## config.mk

```make
export PLATFORM = sky130hd
export DESIGN_NAME = bist_engine
export DESIGN_NICKNAME = d
export VERILOG_FILES = /design/src/rtl/bist_engine.sv
export SDC_FILE = /design/constraint.sdc
export NUM_CORES = 1
export LEC_CHECK = 0
export ABC_AREA = 1
export ABC_CLOCK_PERIOD_IN_PS = 4340
export CAP_MARGIN = 0
export CORE_ASPECT_RATIO = 0.9
export CORE_MARGIN = 5
export CORE_UTILIZATION = 41
export DETAILED_ROUTE_END_ITERATION = 10
export DONT_BUFFER_PORTS = 1
export SYNTH_ARGS = -nofsm -noshare
export SYNTH_HDL_FRONTEND = slang
export SYNTH_SLANG_ARGS = --single-unit
```

## constraint.sdc

```tcl
create_clock -name clock -period 4.34 [get_ports clock]
set_input_delay 0.434 -clock clock [delete_from_list [all_inputs] [get_ports clock]]
set_output_delay 0.434 -clock clock [all_outputs]
set_load 0.02 [all_outputs]
```

## src/rtl/bist_engine.sv

```systemverilog
// Parametrised BIST engine: LFSR pattern source, MISR compactor, scan unload.
// Define BIST_SIG_OUT_EN to expose the raw MISR as signature_out.
module bist_engine #(
  parameter int N_IN = 4,
  parameter int N_OUT = 4,
  parameter int LFSR_BITS = 16,
  parameter logic [LFSR_BITS-1:0] LFSR_TAPS = 16'hB400,
  parameter logic [LFSR_BITS-1:0] LFSR_SEED = 16'h0001,
  parameter int MISR_BITS = 16,
  parameter logic [MISR_BITS-1:0] MISR_TAPS = 16'h1021,
  parameter int PATTERN_COUNT = 256,
  parameter int SCAN_LEN = 8,
  parameter logic [MISR_BITS-1:0] SIGNATURE_VALID = 16'h0000
) (
  input  logic             clock,
  input  logic             reset,
  input  logic             bist_start,
  input  logic [N_IN-1:0]  func_in,
  output logic [N_IN-1:0]  cut_in,
  output logic             cut_reset,
  output logic             cut_scan_en,
  output logic             cut_scan_in,
  input  logic [N_OUT-1:0] cut_out,
  input  logic             cut_scan_out,
  output logic             running,
  output logic             bist_end,
  output logic             pass_fail
`ifdef BIST_SIG_OUT_EN
  ,
  output logic [MISR_BITS-1:0] signature_out
`endif
);

  localparam int CMAX =
    (PATTERN_COUNT > SCAN_LEN) ? PATTERN_COUNT : SCAN_LEN;
  localparam int CW = $clog2(CMAX + 1);
  localparam logic [CW-1:0] P_LAST = CW'(PATTERN_COUNT - 1);
  localparam logic [CW-1:0] S_LAST =
    CW'((SCAN_LEN > 0) ? SCAN_LEN - 1 : 0);
  // An all-zero seed would lock the LFSR, so it is forced to 1.
  localparam logic [LFSR_BITS-1:0] SEED =
    (LFSR_SEED == '0) ? LFSR_BITS'(1) : LFSR_SEED;

  typedef enum logic [2:0] {
    IDLE,
    INIT,
    RUN,
    SCAN,
    DONE
  } state_t;

  state_t state;
  state_t state_nx;

  logic [CW-1:0]        cnt;
  logic [CW-1:0]        cnt_nx;
  logic [LFSR_BITS-1:0] lfsr;
  logic [LFSR_BITS-1:0] lfsr_nx;
  logic [MISR_BITS-1:0] misr;
  logic [MISR_BITS-1:0] misr_nx;
  logic [MISR_BITS-1:0] misr_d;
  logic [N_IN-1:0]      pat;

  always_ff @(posedge clock) begin
    if (reset) begin
      state    <= IDLE;
      cnt      <= '0;
      lfsr     <= SEED;
      misr     <= '0;
      pat      <= '0;
      bist_end <= 1'b0;
    end else begin
      state    <= state_nx;
      cnt      <= cnt_nx;
      // First DONE cycle always flags; afterwards it follows the request.
      bist_end <= (state == DONE) && (bist_start || !bist_end);
      unique case (state)
        INIT: begin
          lfsr <= SEED;
          misr <= '0;
        end
        RUN: begin
          lfsr <= lfsr_nx;
          misr <= misr_nx;
          pat  <= lfsr[N_IN-1:0];
        end
        SCAN: begin
          lfsr <= lfsr_nx;
          misr <= misr_nx;
        end
        default: ;
      endcase
    end
  end

  always_comb begin
    state_nx = state;
    cnt_nx   = cnt;
    unique case (state)
      IDLE: begin
        if (bist_start) state_nx = INIT;
      end
      INIT: begin
        cnt_nx   = '0;
        state_nx = RUN;
      end
      RUN: begin
        if (cnt == P_LAST) begin
          cnt_nx   = '0;
          state_nx = (SCAN_LEN == 0) ? DONE : SCAN;
        end else begin
          cnt_nx = cnt + 1'b1;
        end
      end
      SCAN: begin
        if (cnt == S_LAST) begin
          cnt_nx   = '0;
          state_nx = DONE;
        end else begin
          cnt_nx = cnt + 1'b1;
        end
      end
      DONE: begin
        if (!bist_start) state_nx = IDLE;
      end
      default: state_nx = IDLE;
    endcase
  end

  always_comb begin
    misr_d = '0;
    if (state == RUN) begin
      misr_d = MISR_BITS'(cut_out);
    end else if (state == SCAN) begin
      misr_d[0] = cut_scan_out;
    end
    lfsr_nx = {lfsr[LFSR_BITS-2:0], ^(lfsr & LFSR_TAPS)};
    misr_nx = {misr[MISR_BITS-2:0], 1'b0}
            ^ (misr[MISR_BITS-1] ? MISR_TAPS : '0)
            ^ misr_d;
  end

  always_comb begin
    cut_in = func_in;
    if (state == INIT || state == RUN) begin
      cut_in = lfsr[N_IN-1:0];
    end else if (state == SCAN) begin
      cut_in = pat;
    end
  end

  assign running     = (state == INIT) || (state == RUN) || (state == SCAN);
  assign cut_reset   = reset || (state == INIT);
  assign cut_scan_en = (state == SCAN);
  assign cut_scan_in = lfsr[LFSR_BITS-1];
  assign pass_fail   = bist_end && (misr == SIGNATURE_VALID);

`ifdef BIST_SIG_OUT_EN
  assign signature_out = misr;
`endif

endmodule
```

# Yosys cells after proc, flatten, opt, wreduce, memory -nomap -nowiden

Index checks and enable logic that the tools add are counted.

Bits in registers: 49
Input port bits: 12
Output and inout port bits: 10
Word-level logic and storage cells: 49

$add $sub $neg: 1
Equality and inequality tests: 10
Mux-type cells: 16
Bitwise gates (word level): 2
Reduce and logical (&&, ||, !) cells: 14

Operator list:

| operator            | count |
|---|---|
| $pmux 16 s2         | 2 |
| $pmux 9 s3          | 1 |
| $mux 9              | 2 |
| $logic_not 16->1    | 1 |
| $reduce_xor 16->1   | 1 |
| $xor 16x13->16      | 1 |
| $xor 16x16->16      | 1 |
| $mux 3              | 5 |
| $pmux 3 s5          | 1 |
| $mux 13             | 1 |
| $add 9x1->9 const B | 1 |
| $eq 9x3->1 const B  | 1 |
| $eq 9x8->1 const B  | 1 |
| $mux 4              | 2 |
| $eq 3x2->1 const B  | 2 |
| $ne 2x2->1 const B  | 3 |
| $logic_or 1x1->1    | 4 |
| $reduce_and 4->1    | 1 |
| $eq 3x1->1 const B  | 1 |
| $eq 3x3->1 const B  | 1 |
| $logic_not 3->1     | 1 |
| $reduce_bool 3->1   | 1 |
| $logic_and 1x1->1   | 2 |
| $mux 1              | 2 |
| 4 further kinds     | 4 |

# Logic depth before layout (Yosys ltp)

Gate-level depths: netlist of the first run.

Word-level depth: 5
Gate-level depth with buffers: 13

# Worst setup path after synthesis of the first run

No wires, ideal clock.

Kind: register -> output
Start: reg bist_end
End: out pass_fail
Arrival: 1.229 ns
Data required time: 3.906 ns
Setup slack: 2.677 ns
Stages on the path, launching flop included: 3
Buffers on the path: 0
Cells stage by stage: dfxtp_1 -> nand2_1 -> nor4_1

Longest elaborated chain between the ends: 1

RTL lines:

| item                     | line | RTL |
|---|---|---|
| start: declaration       | 26   | `output logic bist_end,` |
| start signal: assignment | 76   | `bist_end <= (state == DONE) && (bist_start \|\| !bist_end);` |
| $logic_and 1x1->1        | 156  | `assign pass_fail = bist_end && (misr == SIGNATURE_VALID);` |
| end: declaration         | 27   | `output logic pass_fail` |

Every way passes these cells.

# Worst setup path after layout of the first run

Start: reg state[2]
End: out cut_in[3]

Longest elaborated chain between the ends: 3
Elaborated cells on any way between the ends: 6

RTL lines:

| item                                              | line     | RTL |
|---|---|---|
| start: declaration                                | 52       | `state_t state;` |
| start signal: assignment                          | 73       | `state <= state_nx;` |
| $eq 3x2->1, or another cell as far along          | 147      | `end else if (state == SCAN) begin` |
| $mux 4 / $logic_or 1x1->1 (equally long branches) | 147, 145 |  |
| $mux 4 *                                          | 145      | `if (state == INIT \|\| state == RUN) begin` |
| end: declaration                                  | 19       | `output logic [N_IN-1:0] cut_in,` |

Mark *: on every way between the ends. The rest lies on a longest branch, timed or not.

==> results of run 1 <==
## per-layer routing
layer  part of all wire (%)  GRT usage [%]  vias to the layer above
met4                   0.81           4.02                        0
met1                     49           21.2                      881
met5                      0              0                        -
met3                    6.5           4.06                        5
li1                       -              -                     1050
met2                     43           21.8                       27
## layout make-up
type,count,area [um2],share of cell area (%)
clock inverter,2,35.0,1.45
tap,67,83.8,3.48
inverter,34,130,5.40
clock buffer,5,68.8,2.86
multi-input combinational,236,1110,46.1
sequential,49,981,40.7
## kinds of logic after synthesis
kind of cell    Yosys count
flops                    49
xor+xnor                  3
compound gates           70
buf+inv                  47
simple gates            160
fa+ha+maj                 3
## metrics by stage
stage          util [%]  cell area, um2  std cells  power (mW)  hold WS, ps
2_1_floorplan         -            2300        332       0.977          439
3_3_place_gp       43.1            2300        386        1.01          447
3_5_place_dp       43.1            2300        386        1.02          451
4_1_cts            45.0            2410        393        1.33          187
5_1_grt            45.0            2410        393        1.42          168
6_report           45.0            2410        393        1.31          191
## cells in the mapped netlist
master	count
nand2_1	100
dfxtp_1	49
a21oi_1	43
nor2_1	29
inv_1	28
nand3_1	20
o21ai_0	13
buf_4	7
inv_2	5
clkbuf_1	4
o22ai_1	4
ha_1	3
nand2_2	3
nand4_1	3
o21ai_1	3
a21oi_2	2
nor2_2	2
o21ai_2	2
xnor2_1	2
a22oi_1	1
a31oi_1	1
buf_1	1
buf_6	1
inv_4	1
nand3_4	1
nor2_4	1
nor4_1	1
o21bai_1	1
xor2_1	1
## final timing paths
path               endpoint      from
hold / removal     lfsr[15]     reset
setup / recovery  cut_in[3]  state[2]
setup reg to reg     cnt[0]    cnt[0]
hold reg to reg    lfsr[12]  lfsr[11]
## flip-flops by register name (all words and copies together), names as in the netlist
| register | count |
|---|---|
| lfsr | 16 |
| misr | 16 |
| cnt | 9 |
| pat | 4 |
| state | 3 |
| bist_end | 1 |
## report_power, final
part	switching (mW)	leakage, nW	total [mW]	internal [mW]
sequential	0.0458	0.396	0.540	0.494
clock	0.145	0.0540	0.312	0.168
combinational	0.360	0.476	0.462	0.102
==> out/qor.csv, run 1 <==
stage;metric;value;unit
floorplanning;die-area;7220;um2
power;pwr_density_cell;546;nW/um2
cells_and_area;nets;341;
global_routing;grtUsageTotal;14.8;%
synth;synthTopCellsByArea;dfxtp_1, nand2_1, a21oi_1, nor2_1, inv_1;
route;wl_per_cell;12.6;um
synth;syn_area;2300;um2
timing;rsz0062_at_grt;false;
global_routing;overflow;0;
critical_path;cp.required;3910;ps
cells_and_area;diodes;0;
critical_path;rr_worst_depth;13;
placed_design;io_buffers;0;
run_status;status;finished, final reports clean;
timing;finalHoldViolCount;0;
timing;fmaxAchievable;459;MHz
synth;syn_area_per_cell;6.94;um2
clocking;clk_pin_slew_worst_paths;90;ps
timing;final.setup.worst_slack;2160;ps
clocking;cts_tree;yes;
placed_design;place.gp.congestion;0.788;
route;routed_wl;4.94;mm
placed_design;pre_cts_slack;2460;ps
route;num_vias;1963;
critical_path;path_class;reg -> out;
cells_and_area;fill_cells;550;
route;drtIter0Drc;136;
floorplanning;die_w;89.0;um
critical_path;cp_num_buf_inv;2;
clocking;clk_latency;290;ps
timing;finalClockSkew;8.67;ps
cells_and_area;drive_gt1_share;7.36;%
synth;yosys.area.top_type_share;42.6;%
floorplanning;rows;25;
synth;synthMuxAreaShare;0;%
timing;worstMarginPinSlew;950;ps
critical_path;critPathSlowestCell;dfxtp_1;
clocking;cts_buffers;5;
synth;synthAdderAreaFrac;1.63;%
clocking;holdBufCountCts;0;
global_routing;antenna_found_initial;0;
min_path;hold_class;in -> reg;
clocking;clk_path_buf_depth;2;
placed_design;hpwl;3.27;mm
timing;finalCriticalPeriod;2180;ps
synth;yosys.area_share.simple;29.1;%
synth;synth-xor-area-share;1.14;%
min_path;holdPathStages;1;
global_routing;grt_max_degree;42;
synth;synth_top_family_by_area;simple AND/OR/NAND/NOR gates;
cells_and_area;synthToLayoutAreaGrowth;4.56;%
route;antenna_left;0;
timing;period_share;50.2;%
route;vias_per_cell;4.99;
power;ir_drop;0.301;mV
cells_and_area;layout_common_cells;nand2_1, dfxtp_1, a21oi_1;
route;drt-pass1-iter-count;4;
synth;synth_compound_area_share;16.3;%
floorplanning;initial_core_util;43.1;%
critical_path;ff2ff_setup_slack;2420;ps
floorplanning;io_pins;22;
clocking;htree_num_levels;2;
clocking;cts_setup_buffers;0;
synth;synth_cell_type_count;29;
critical_path;critPathMaxFanout;8;
floorplanning;die_h;81.1;um
critical_path;start_kind;flip-flop;
clocking;cts-root-buf;clkbuf_8;
synth;ys_seq_area_share;42.6;%
timing;drv_slew;0;
timing;fin_tns_setup;0;ps
floorplanning;core_area;5350;um2
flow_run;cap_violations;0;
synth;syn_nets;347;
timing;setup_viol;0;
critical_path;cp_num_cells;6;
cells_and_area;final_common_cell;nand2_1;
synth;postSynthCellCount;332;
critical_path;crit_chain;inv_2 > nand3_1 > nand2_1 > inv_2 > o21ai_0 > o22ai_1;
synth;ys_ff_latch;49;
critical_path;max_stage_delay;480;ps
synth;yosys_warnings;0;
critical_path;worstSetupEndpointType;primary output;
global_routing;grt_pass1_wl;8.49;mm
clocking;post_cts_resized;0;
critical_path;cpMostUsedCell;inv_2;
critical_path;cp.arrival;1750;ps
route;drc;0;
global_routing;grt_pass1_vias;1809;
power;p_leak;0.926;nW
timing;relSlewSlack;36.1;%
clocking;clock-sinks;49;
synth;yosys.area.top_type;dfxtp_1;
critical_path;path_delay_family;compound AO/OA/AOI/OAI gates;
Note: power is estimated with default switching activity, not from simulation.
==> run 2, diff against run 1 <==
ABC_AREA = 0   (was 1)
ABC_CLOCK_PERIOD_IN_PS = 2200   (was 4340)
clock period = 2.2 ns   (was 4.34 ns; I/O delays follow)
==> out/qor.csv, run 2 <==
stage;metric;value;unit;change
route;drt-pass1-iter-count;5;;was 4
floorplanning;io_pins;22;;unchanged
floorplanning;core_area;5290;um2;was 5350 um2
power;clkPwrFrac;32.0;%;was 23.8%
critical_path;r2r_start;cnt[1];;was cnt[0]
timing;period_share;91.9;%;
placed_design;hpwl;3.13;mm;was 3.27 mm
placed_design;place.gp.congestion;0.768;;was 0.788
global_routing;grt_max_degree;49;;was 42
timing;setup_viol;0;;unchanged
cells_and_area;final_common_cell;dfxtp_1;;was nand2_1
synth;synth-main-ff-cell;dfxtp_1;;unchanged
timing;fmaxAchievable;495;MHz;
clocking;clk_latency;300;ps;was 290 ps
clocking;clk_pin_slew_worst_paths;90;ps;about the same
synth;synthAdderAreaFrac;1.68;%;was 1.63%
timing;finalCriticalPeriod;2020;ps;
placed_design;io_buffers;0;;unchanged
synth;synth_edf_count;0;;unchanged
power;switchingPower;485;uW;was 551 uW
synth;postSynthCellCount;258;;was 332
clocking;cts_buffers;5;;unchanged
synth;synth-xor-area-share;2.35;%;was 1.14%
synth;yosys.area.top_type_share;43.9;%;was 42.6%
timing;drv_slew;0;;unchanged
global_routing;antenna_found_initial;0;;unchanged
floorplanning;die_w;87.8;um;was 89.0 um
synth;yosys.area.top_type;dfxtp_1;;unchanged
route;drc;0;;unchanged
critical_path;worstSetupEndpointType;flip-flop;;was primary output
min_path;hold_path_end;lfsr[0];;was lfsr[15]
timing;worstMarginPinSlew;494;ps;was 950 ps
route;routed_wl;4.91;mm;was 4.94 mm
cells_and_area;synthToLayoutAreaGrowth;7.62;%;was 4.56%
global_routing;grt_pass1_wl;8.07;mm;was 8.49 mm
route;wl_per_cell;15.2;um;was 12.6 um
synth;ys_seq_area_share;43.9;%;was 42.6%
cells_and_area;layout_common_cells;dfxtp_1, nor2_1, a22oi_1;;was nand2_1, dfxtp_1, a21oi_1
cells_and_area;drive_gt1_share;10.2;%;was 7.36%
synth;synth_cell_type_count;42;;was 29
synth;yosysMostFrequentCell;dfxtp_1;;was nand2_1
power;comb_power_share;13.4;%;was 35.2%
min_path;min-delay-start;reset;;unchanged
synth;yosys_warnings;0;;unchanged
critical_path;r2r_end;state[2];;was cnt[0]
global_routing;overflow;0;;unchanged
route;antenna_left;0;;unchanged
synth;syn_area_per_cell;8.66;um2;was 6.94 um2
critical_path;start_kind;flip-flop;;unchanged
clocking;clk_path_buf_depth;2;;unchanged
clocking;clock-sinks;49;;unchanged
route;num_vias;1834;;was 1,963
floorplanning;die_h;80.0;um;was 81.1 um
power;pwr_density_cell;701;nW/um2;was 546 nW/um2
global_routing;grt_pass1_vias;1640;;was 1,809
synth;ys_ff_latch;49;;unchanged
timing;fin_tns_setup;0;ps;unchanged
clocking;cts_tree;yes;;unchanged
critical_path;critPathMaxFanout;13;;was 8
global_routing;grtUsageTotal;14.7;%;was 14.8%
floorplanning;die-area;7030;um2;was 7220 um2
cells_and_area;largestRegisters;lfsr (16), misr (16), cnt (9);;unchanged
floorplanning;rows;25;;unchanged
critical_path;cp.arrival;2260;ps;was 1750 ps
min_path;hold_class;in -> reg;;unchanged
synth;synth_compound_area_share;23.3;%;was 16.3%
clocking;cts_setup_buffers;0;;unchanged
floorplanning;initial_core_util;42.2;%;was 43.1%
synth;syn_area;2230;um2;was 2300 um2
power;ir_drop;0.301;mV;about the same
run_status;status;finished, final reports clean;;unchanged
timing;finalHoldViolCount;0;;unchanged
power;power.internal;1.20;mW;was 763 uW
timing;rsz0062_at_grt;false;;unchanged
min_path;holdPathStages;1;;unchanged
critical_path;rr_worst_depth;6;;was 13
synth;netlist_top_cells_count;dfxtp_1, nor2_1, a22oi_1;;was nand2_1, dfxtp_1, a21oi_1
route;vias_per_cell;5.70;;was 4.99
timing;relSlewSlack;66.9;%;was 36.1%
synth;synth_top_family_by_area;compound AO/OA/AOI/OAI gates;;was simple AND/OR/NAND/NOR gates
cells_and_area;final_util;45.5;%;was 45.0%
route;drtIter0Drc;168;;was 136
cells_and_area;nets;269;;was 341
synth;syn_nets;273;;was 347
cells_and_area;diodes;0;;unchanged
power;sw_frac_of_total;28.8;%;was 41.9%
synth;synthMuxAreaShare;3.14;%;was 0%
flow_run;cap_violations;0;;unchanged
clocking;cts-root-buf;clkbuf_8;;unchanged
synth;async_flop_share;0;%;unchanged
power;p_leak;0.808;nW;was 0.926 nW
timing;finalClockSkew;6.11;ps;was 8.67 ps
critical_path;ff2ff_setup_slack;180;ps;was 2420 ps
synth;yosys.area_share.simple;20.0;%;was 29.1%
critical_path;path_class;reg -> reg;;was reg -> out
critical_path;cp.required;2440;ps;was 3910 ps
clocking;htree_num_levels;2;;unchanged
synth;synthTopCellsByArea;dfxtp_1, a22oi_1, nor2_1, a21oi_1, mux2i_1;;was dfxtp_1, nand2_1, a21oi_1, nor2_1, inv_1
power;pwr-share-seq;54.6;%;was 41.1%
==> run 2: cell count changes after synthesis, sizes merged, moves of 5 or more <==
cell / before / now
nor3: 0 / 6
nor2: 32 / 41
inv: 34 / 7
o21ai: 18 / 6
nand2: 103 / 15
clkbuf: 4 / 12
nand2b: 0 / 5
mux2i: 0 / 7
nand3: 21 / 7
a22oi: 1 / 30
a21oi: 45 / 15
==> run 2: kinds of logic after synthesis <==
family | after synthesis
adder cells (fa/ha/maj) | 3
XOR/XNOR | 6
AND/OR/NAND/NOR | 93
buffers and inverters | 28
AO/OA/AOI/OAI | 72
multiplexers | 7
flip-flops | 49
==> run 2: stage by stage <==
step	area, um2	setup slack (ps)	power [mW]	hold WS [ps]	cells
floorplan	2230	254	1.12	388	258
global placement	2280	219	1.15	295	313
detailed placement	2280	182	1.15	296	313
CTS	2390	35.2	1.71	4.12	322
global route	2400	3.61	1.76	9.02	322
finish	2400	179	1.69	20.3	322
==> run 2: power groups by stage <==
stage | Sequential (mW) | Clock (mW) | Combinational [mW]
6_report | 0.921 | 0.539 | 0.225
5_1_grt | 0.924 | 0.587 | 0.246
4_1_cts | 0.921 | 0.562 | 0.225
3_5_place_dp | 0.941 | 0 | 0.207
3_3_place_gp | 0.941 | 0 | 0.207
2_1_floorplan | 0.933 | 0 | 0.187
==> run 2: worst max-delay path by stage <==
stage / depth (start not counted) / to / slack [ps] / start
final: 6 / state[2] / 180 / cnt[1]
after global placement: 10 / cnt[5] / 220 / cnt[0]
after floorplan: 10 / cnt[5] / 250 / cnt[0]
after CTS: 4 / cut_in[3] / 40 / state[1]
after detailed placement: 10 / cnt[5] / 180 / cnt[0]
after global routing: 11 / state[2] / 4 / cnt[0]
==> run 2: layer usage <==
layer | GRT usage (%) | wire length [um] | vias to the layer above | share of wire (%)
met2 | 21.0 | 2120 | 33 | 43
li1 | - | - | 927 | -
met5 | 0 | 0 | - | 0
met4 | 5.52 | 36 | 0 | 0.73
met1 | 21.0 | 2470 | 872 | 50
met3 | 3.82 | 285 | 2 | 5.8
==> run 2: repair_timing <==
item / in CTS / in global routing
setup endpoints to repair: 0 / 6
hold buffers: 1 / 0
hold endpoints to repair: 48 / 0
resized for setup: 0 / 2
==> run 2: cell type report <==
type	instances	area, um2
multi-input cells	181	1130
flip-flops and latches	49	981
clock inverters	3	21.3
inverters	8	33.8
clock buffers	5	68.8
fillers	539	2880
repair buffers	9	80.1
well taps	67	83.8
==> run 2: worst max-delay path, stage by stage (launching register included) <==
cell and delay (ps):
dfxtp_1 380, ha_1 240, or4bb_1 570, o311a_4 330, buf_4 180, nand2b_1 140, a21oi_1 120
==> run 3, diff against run 2 <==
--- a/config.mk
+++ b/config.mk
@@ -10,3 +10,3 @@
 export CAP_MARGIN = 0
-export CORE_ASPECT_RATIO = 0.9
+export CORE_ASPECT_RATIO = 0.75
 export CORE_MARGIN = 5
--- a/constraint.sdc
+++ b/constraint.sdc
@@ -3,2 +3,2 @@
 set_output_delay 0.22 -clock clock [all_outputs]
-set_load 0.02 [all_outputs]
+set_load 0.05 [all_outputs]
==> out/qor.csv, run 3 (same netlist as run 2, synthesis figures left out) <==
stage;metric;value;unit;change
run_status;status;finished, final reports clean;;unchanged
global_routing;grtUsageTotal;14.8;%;was 14.7%
critical_path;critPathMaxFanout;13;;unchanged
cells_and_area;diodes;0;;unchanged
cells_and_area;synthToLayoutAreaGrowth;14.4;%;was 7.62%
power;pwr-share-seq;49.0;%;was 54.6%
placed_design;place_area;2410;um2;was 2280 um2
floorplanning;die-area;7040;um2;was 7030 um2
critical_path;cp.arrival;2260;ps;about the same
cells_and_area;design_area;2550;um2;was 2400 um2
cells_and_area;largestRegisters;lfsr (16), misr (16), cnt (9);;unchanged
cells_and_area;drive_gt1_share;13.7;%;was 10.2%
critical_path;path_class;reg -> reg;;unchanged
power;comb_power_share;17.1;%;was 13.4%
timing;setup_viol;0;;unchanged
floorplanning;initial_core_util;42.0;%;was 42.2%
timing;finalCriticalPeriod;2020;ps;about the same
cells_and_area;final_common_cell;dfxtp_1;;unchanged
timing;rsz0062_at_grt;false;;unchanged
cells_and_area;layout_common_cells;dfxtp_1, nor2_1, a22oi_1;;unchanged
floorplanning;die_h;73.9;um;was 80.0 um
clocking;clk_path_buf_depth;2;;unchanged
floorplanning;rows;23;;was 25
critical_path;start_kind;flip-flop;;unchanged
cells_and_area;fill_cells;526;;was 539
critical_path;max_stage_delay;570;ps;about the same
floorplanning;core_area;5320;um2;was 5290 um2
power;power.internal;1.37;mW;was 1.20 mW
global_routing;grt_max_degree;49;;unchanged
clocking;cts_buffers;5;;unchanged
clocking;clock-sinks;49;;unchanged
placed_design;io_buffers;0;;unchanged
critical_path;worstSetupEndpointType;flip-flop;;unchanged
global_routing;overflow;0;;unchanged
route;wl_per_cell;14.5;um;was 15.2 um
floorplanning;io_pins;22;;unchanged
route;routed_wl;4.89;mm;was 4.91 mm
timing;period_share;92.0;%;was 91.9%
power;p_leak;0.885;nW;was 0.808 nW
route;num_vias;1843;;was 1,834
cells_and_area;final_util;48.0;%;was 45.5%
global_routing;antenna_found_initial;0;;unchanged
critical_path;cp.required;2440;ps;about the same
route;antenna_left;0;;unchanged
critical_path;crit_chain;ha_1 > or4bb_1 > o311a_4 > buf_4 > nand2b_1 > a21oi_1;;unchanged
min_path;hold_class;in -> reg;;unchanged
clocking;clk_latency;300;ps;about the same
power;switchingPower;518;uW;was 485 uW
timing;fin_tns_setup;0;ps;unchanged
timing;finalClockSkew;8.48;ps;was 6.11 ps
critical_path;critPathSlowestCell;or4bb_1;;unchanged
floorplanning;die_w;95.2;um;was 87.8 um
clocking;cts_tree;yes;;unchanged
clocking;cts-root-buf;clkbuf_8;;unchanged
critical_path;path_delay_family;simple AND/OR/NAND/NOR gates;;unchanged
min_path;min-delay-start;reset;;unchanged
clocking;clk_pin_slew_worst_paths;90;ps;about the same
clocking;cts_setup_buffers;0;;unchanged
critical_path;ff2ff_setup_slack;180;ps;about the same
timing;worstMarginPinSlew;518;ps;was 494 ps
timing;hold_ws;20.7;ps;was 20.3 ps
global_routing;grt_pass1_vias;1722;;was 1,640
power;clkPwrFrac;33.9;%;was 32.0%
power;ir_drop;0.326;mV;was 0.301 mV
route;drtIter0Drc;97;;was 168
power;pwr_density_cell;737;nW/um2;was 701 nW/um2
timing;fmaxAchievable;494;MHz;was 495 MHz
power;sw_frac_of_total;27.5;%;was 28.8%
timing;relSlewSlack;65.4;%;was 66.9%
global_routing;grt_pass1_wl;8.20;mm;was 8.07 mm
timing;finalHoldViolCount;0;;unchanged
placed_design;place.gp.congestion;0.781;;was 0.768
route;drc;0;;unchanged
cells_and_area;nets;277;;was 269
timing;drv_slew;0;;unchanged
route;vias_per_cell;5.45;;was 5.70
critical_path;crit_path_start;cnt[1];;unchanged
placed_design;hpwl;3.26;mm;was 3.13 mm
route;drt-pass1-iter-count;4;;was 5
clocking;htree_num_levels;2;;unchanged
flow_run;cap_violations;0;;unchanged
critical_path;r2r_start;cnt[1];;unchanged
critical_path;cp_num_buf_inv;1;;unchanged
[run 3: metrics by stage]
stage	setup slack [ps]	total power [mW]	instances
3_5_place_dp	142	1.25	329
2_1_floorplan	92.6	1.16	258
4_1_cts	80.4	1.90	338
6_report	176	1.88	338
5_1_grt	43.0	1.97	338
3_3_place_gp	211	1.25	329
[run 3: power groups by stage]
stage	clock (mW)	combinational (mW)	sequential [mW]
detailed placement	0	0.307	0.944
finish	0.639	0.321	0.924
global route	0.699	0.345	0.927
floorplan	0	0.226	0.933
CTS	0.656	0.325	0.923
global placement	0	0.305	0.943
[run 3: path summary, 6_finish.rpt]
kind / endpoint / depth (start not counted)
max: state[2] / 6
min: lfsr[0] / 1
max reg2reg: state[2] / 6
min reg2reg: pat[2] / 2
[run 3: repair_timing]
item / 4_1_cts / 5_1_grt
setup endpoints to repair: 0 / 5
gates resized for setup: 0 / 4
hold endpoints to repair: 48 / 0
hold buffers: 1 / 0
[run 3: layer usage]
metal / vias up / wire [um] / global-route usage [%]
met2: 29 / 2150 / 21.9
met1: 870 / 2490 / 21.3
li1: 940 / - / -
met4: 0 / 39 / 4.48
met3: 4 / 221 / 3.48
met5: - / 0 / 0
[run 3: cell type report]
type,instances,area (um2),share of cell area [%]
Sequential cell,49,982,38.4
Timing Repair Buffer,17,190,7.44
Tap cell,75,93.8,3.67
Multi-Input combinational cell,181,1140,44.8
Inverter,8,33.8,1.32
Clock buffer,6,72.6,2.84
Clock inverter,2,38.8,1.52
[run 3: worst register-to-register path, stage by stage, from the launching register on]
cell	delay, ps
dfxtp_1	380
ha_1	230
or4bb_1	570
o311a_4	330
buf_4	180
nand2b_1	150
a21oi_1	110
